==> src/rtl/parity_serializer.sv <==
// Parallel-to-serial transmitter: sends a word LSB first over DATA_W cycles,
// followed by one parity bit so the frame has even (or odd) total ones.
module parity_serializer #(
  parameter int DATA_W     = 8,
  parameter bit ODD_PARITY = 1'b0
) (
  input  logic              clk,
  input  logic              rst_n,
  input  logic [DATA_W-1:0] data_in,
  input  logic              load,
  output logic              ready,
  output logic              sout,
  output logic              sout_valid,
  output logic              sout_par,
  output logic              frame_done
);

  localparam int CNT_W = (DATA_W > 2) ? $clog2(DATA_W) : 1;
  localparam logic [CNT_W-1:0] LAST_BIT = CNT_W'(DATA_W - 1);

  typedef enum logic [1:0] {IDLE, SHIFT, PARITY} state_t;

  state_t            state_reg, state_next;
  logic [DATA_W-1:0] shift_reg, shift_next, shift_shr;
  logic [CNT_W-1:0]  cnt_reg, cnt_next;
  logic              par_reg, par_next;
  logic              sout_reg, sout_next;
  logic              valid_reg, valid_next;
  logic              spar_reg, spar_next;
  logic              done_reg, done_next;
  logic              accept;

  // shift_reg holds only the bits not yet presented on sout
  genvar gi;
  generate
    for (gi = 0; gi < DATA_W - 1; gi++) begin : g_shr
      assign shift_shr[gi] = shift_reg[gi+1];
    end
  endgenerate
  assign shift_shr[DATA_W-1] = 1'b0;

  assign ready  = (state_reg != SHIFT);
  assign accept = load && ready;

  always_comb begin
    state_next = state_reg;
    shift_next = shift_reg;
    cnt_next   = cnt_reg;
    par_next   = par_reg;
    sout_next  = 1'b0;
    valid_next = 1'b0;
    spar_next  = 1'b0;
    done_next  = 1'b0;
    case (state_reg)
      SHIFT: begin
        valid_next = 1'b1;
        if (cnt_reg == LAST_BIT) begin
          state_next = PARITY;
          sout_next  = par_reg;
          spar_next  = 1'b1;
          done_next  = 1'b1;
        end else begin
          cnt_next   = cnt_reg + CNT_W'(1);
          sout_next  = shift_reg[0];
          shift_next = shift_shr;
        end
      end
      default: begin
        // IDLE and PARITY both accept; PARITY -> SHIFT gives back-to-back frames
        if (accept) begin
          state_next = SHIFT;
          shift_next = data_in >> 1;
          cnt_next   = '0;
          par_next   = (^data_in) ^ ODD_PARITY;
          sout_next  = data_in[0];
          valid_next = 1'b1;
        end else begin
          state_next = IDLE;
          cnt_next   = '0;
        end
      end
    endcase
  end

  always_ff @(posedge clk or negedge rst_n) begin
    if (!rst_n) begin
      state_reg <= IDLE;
      shift_reg <= '0;
      cnt_reg   <= '0;
      par_reg   <= 1'b0;
      sout_reg  <= 1'b0;
      valid_reg <= 1'b0;
      spar_reg  <= 1'b0;
      done_reg  <= 1'b0;
    end else begin
      state_reg <= state_next;
      shift_reg <= shift_next;
      cnt_reg   <= cnt_next;
      par_reg   <= par_next;
      sout_reg  <= sout_next;
      valid_reg <= valid_next;
      spar_reg  <= spar_next;
      done_reg  <= done_next;
    end
  end

  assign sout       = sout_reg;
  assign sout_valid = valid_reg;
  assign sout_par   = spar_reg;
  assign frame_done = done_reg;

endmodule

==> config.mk <==
export PLATFORM = sky130hd
export DESIGN_NAME = parity_serializer
export DESIGN_NICKNAME = d
export VERILOG_FILES = /design/src/rtl/parity_serializer.sv
export SDC_FILE = /design/constraint.sdc
export NUM_CORES = 1
export LEC_CHECK = 0
export ABC_AREA = 1
export CORE_MARGIN = 4
export CORE_UTILIZATION = 24
export CTS_BUF_LIST = sky130_fd_sc_hd__clkbuf_4
export DETAILED_ROUTE_END_ITERATION = 7
export SKIP_LAST_GASP = 1
export SYNTH_ARGS = -nofsm -noshare
export SYNTH_HDL_FRONTEND = slang
export SYNTH_SLANG_ARGS = --single-unit
==> constraint.sdc <==
create_clock -name clk -period 1.32 [get_ports clk]
set_input_delay 0.264 -clock clk [delete_from_list [all_inputs] [get_ports clk]]
set_output_delay 0.264 -clock clk [all_outputs]
set_load 0.01 [all_outputs]
Yosys cells after proc, flatten, opt, wreduce, memory -nomap -nowiden
Index checks and enable logic that the tools add are counted.

storage, ports and cells
  register bits = 17
  latch bits = 0
  memory bits (writable) = 0
  memory bits (read-only) = 0
  word-level logic and storage cells = 34
  memories kept = 0

operators by class
  add/subtract/negate cells = 1
  $mul = 0
  div/mod/pow operators = 0
  $lt $le $gt $ge = 0
  equality and inequality tests = 5
  shifts and indexed selects = 0
  mux-type cells = 15
  bitwise logic cells = 1
  reductions and logical operators = 5

operators with widths
  kind                                                 count
  2-to-1 mux 8 bit                                     3
  2-to-1 mux 1 bit                                     8
  parity 8 bit                                         1
  2-to-1 mux 3 bit                                     2
  2-to-1 mux 2 bit                                     2
  != test 2 bit, second input constant                 2
  AND reduction 2 bit                                  2
  adder 3 x 1 -> 3 bit, second input constant          1
  equality test 3 bit, second input constant           1
  equality test 2 x 1 -> 1 bit, second input constant  1
  != test 2 x 1 -> 1 bit, second input constant        1
  nonzero test 2 bit                                   1
  logical AND 1 bit                                    1
  NOT 1 bit                                            1

Depth between registers and ports, before layout
  word-level depth = 4
  mapped depth = 9

Worst setup path before layout
OpenSTA, ideal clock, no wires.

  path type = register to register
  start point = register cnt_reg[0]
  end point = register shift_reg[2]
  arrival = 1.321 ns
  slack = -0.075 ns
  stages on the path, launching flop included = 7
  cell sequence = dfrtp_1 > ha_1 > ha_1 > o21ai_4 > buf_6 > o211ai_2 > o21ai_2

between the ends
  word-level cells in the longest chain between the ends = 3

ends and longest elaborated chain
  element                        line  RTL
  from (decl)                    25    logic [CNT_W-1:0] cnt_reg, cnt_next;
  from (signal assigned)         98    cnt_reg <= cnt_next;
  equality test 3 bit            57    if (cnt_reg == LAST_BIT) begin
  != test 2 bit (no line)        --
  AND reduction 2 bit (no line)  --
  to (signal assigned)           97    shift_reg <= shift_next;
  to (decl)                      24    logic [DATA_W-1:0] shift_reg, shift_next, shift_shr;

Every way passes these cells.
A chain may end at the register's enable or synchronous reset.

Final worst setup path
  start point = register cnt_reg[1]
  end point = register shift_reg[3]

The elaborated chain is that of the path after synthesis.

==> flow_summary.toml <==
[global_routing]
grt_pass1_vias = 763
grt_usage = 0.0792
grt_pass1_wl_mm = 3.24
antenna_found_initial = 0
grt_overflow = 0
grt_max_degree = 17

[timing]
max_freq_ghz = 0.725
relSlewSlack = 0.833
tightest_slew_ns = 0.249
rsz0062_at_grt = "yes"
clock_skew_ns = 0.00574
setup_viol = 6
slew_viol_final = 0
layout_worst_path_cycle_share = 1.04
min_period_ns = 1.38
finalWorstSetupSlack_ns = -0.0590
hold_ws_ns = 0.284
hold_viol = 0

[routing]
vias = 820
routedWlPerCell_um = 10.2
drt_first_iter_violations = 31
dr.pass1.iters = 5
wl_met3_um = 95
drtAntennaViolNets = 0
dr.max_layer_used = "met4"
drt-met1-wl_um = 948
wl_mm = 2.05
routed_via_density = 4.10
drc = 0
dr_wl_met2_um = 979

[logic_synthesis]
synthFlopType = "dfrtp_1"
avgSynthCellArea_um2 = 7.81
synth.area.top_cells = "dfrtp_1, nand2_1, inv_1, ha_1, buf_6"
synth_top_area_cell = "dfrtp_1"
synth_top_area_share = 0.434
synth.distinct_cells = 23
seq_area_frac_synth = 0.434
synth_nets = 132
syn-cell-area_um2 = 922
synth_edf_count = 0
synth_cells = 118
synth_top_cells_by_count = "nand2_1, inv_1, dfrtp_1"
async_flop_share = 1.00
yosysMostFrequentCell = "nand2_1"
yosys_warnings = 0
synth_seq_cells = 16

[power]
p_leak_nw = 0.685
power_density_nw_per_um2 = 1830
vdd_drop_max_uv = 775

[clock_network]
htreeDepth = 1
clock_path_buffers = 2
ctsHoldBuffers = 0
clock_latency_ns = 0.29
numCtsBuffers = 3
cts.sinks = 16
clockRootBuffer = "clkbuf_4"
clk_pin_slew_ns = 0.10
cts_tree = "built"

[placed_design]
port_buffers = 15
place.gp.congestion = 0.766
dp_hpwl_mm = 1.45
placed_area_um2 = 1220

[floorplan]
coreArea_um2 = 3690
rows = 22
start_util = 0.250
fp.dieW_um = 70.0
dieArea_um2 = 4900
ios = 16
fp.dieH_um = 70.0

[finish]
n_fill_cell = 384
diodes = 0
largest_reg_flops = 7
finalNetCount = 167
stdcell_area_um2 = 1310
area_growth_pct = 41.5
drive_gt1_frac = 0.224

[setup_path]
start_kind = "flop"
cp.arrival_ns = 1.59
end_kind = "flop"
path_max_fanout = 7
critical_path_required_ns = 1.53
worstSetupPathType = "reg -> reg"

[flow_run]
max_cap_violations = 0

[worst_hold_path]
holdCritPathClass = "in -> async"

[run_status]
violations = "setup timing"
status = "finished with violations"
worst max-delay path, stage by stage (launching register included):
cell and delay, ns:
dfrtp_1 0.43, ha_4 0.19, ha_4 0.16, o21ai_4 0.19, buf_12 0.15, o211ai_1 0.09
o21ai_1 0.10
where the power goes:
part,internal (mW),switching [mW],leakage [nW]
Combinational,0.682,0.649,0.474
Clock,0.110,0.162,0.0154
Sequential,0.689,0.0987,0.196
Total,1.48,0.911,0.685
worst paths after layout:
path | from | endpoint | slack, ns | cells after the start
worst max-delay path | cnt_reg[1]$_DFFE_PN0P_ | shift_reg[3]$_DFFE_PN0P_ | -0.06 | 6
max in group asynchronous | rst_n | shift_reg[1]$_DFFE_PN0P_ | 0.85 | 2
min in group clk | par_reg$_DFFE_PN0P_ | par_reg$_DFFE_PN0P_ | 0.51 | 2
worst min register to register | par_reg$_DFFE_PN0P_ | par_reg$_DFFE_PN0P_ | 0.51 | 2
worst max register to register | cnt_reg[1]$_DFFE_PN0P_ | shift_reg[3]$_DFFE_PN0P_ | -0.06 | 6
worst min-delay path | rst_n | shift_reg[0]$_DFFE_PN0P_ | 0.28 | 2
through the flow:
stage               power [mW]  setup TNS, ns   util  cells  setup WS [ns]
global route              2.60         -0.650  0.354    200         -0.134
CTS                       2.21         -0.208  0.337    195        -0.0860
floorplan                 1.59              0      -    118         0.0317
finish                    2.39         -0.281  0.354    200        -0.0590
detailed placement        1.96         -0.235  0.332    191         -0.113
global placement          1.90         -0.186  0.332    191         -0.100
layout by cell type, fill, tap and decap left out, types with 3 or more instances in the layout:
cell / synthesis / layout
dfrtp_1: 16 / 16
clkdlybuf4s50_1: 0 / 10
clkbuf_4: 0 / 3
inv_1: 17 / 17
nand2_1: 47 / 47
dlygate4sd2_1: 0 / 4
buf_4: 1 / 17
o21ai_1: 4 / 4
nor2_1: 7 / 7
cell families after synthesis:
| family | synth area share |
|---|---|
| xor+xnor | 0.0190 |
| compound gates | 0.148 |
| fa+ha+maj | 0.0407 |
| buf+inv | 0.118 |
| simple gates | 0.240 |
| flops | 0.434 |
routing by layer:
metal	global-route usage	vias up
li1	-	433
met4	0.0106	0
met3	0.0331	4
met5	0	-
met1	0.0982	364
met2	0.131	19
final cells by class:
class	count	area, um^2	area share
tap	48	60.1	0.0460
multi-input combinational	80	438	0.336
sequential	16	400	0.307
clock buffer	3	22.5	0.0173
inverter	18	67.6	0.0518
clock inverter	1	3.75	0.00288
timing repair buffer	34	313	0.240
what timing repair did:
| item | 4_1_cts | 5_1_grt |
|---|---|---|
| pin swaps | 0 | 2 |
| gates cloned | 0 | 1 |
| setup buffers | 0 | 4 |
| setup endpoints to repair | 8 | 8 |
| gates resized for setup | 5 | 3 |
Power figures use the tool's default switching activity.
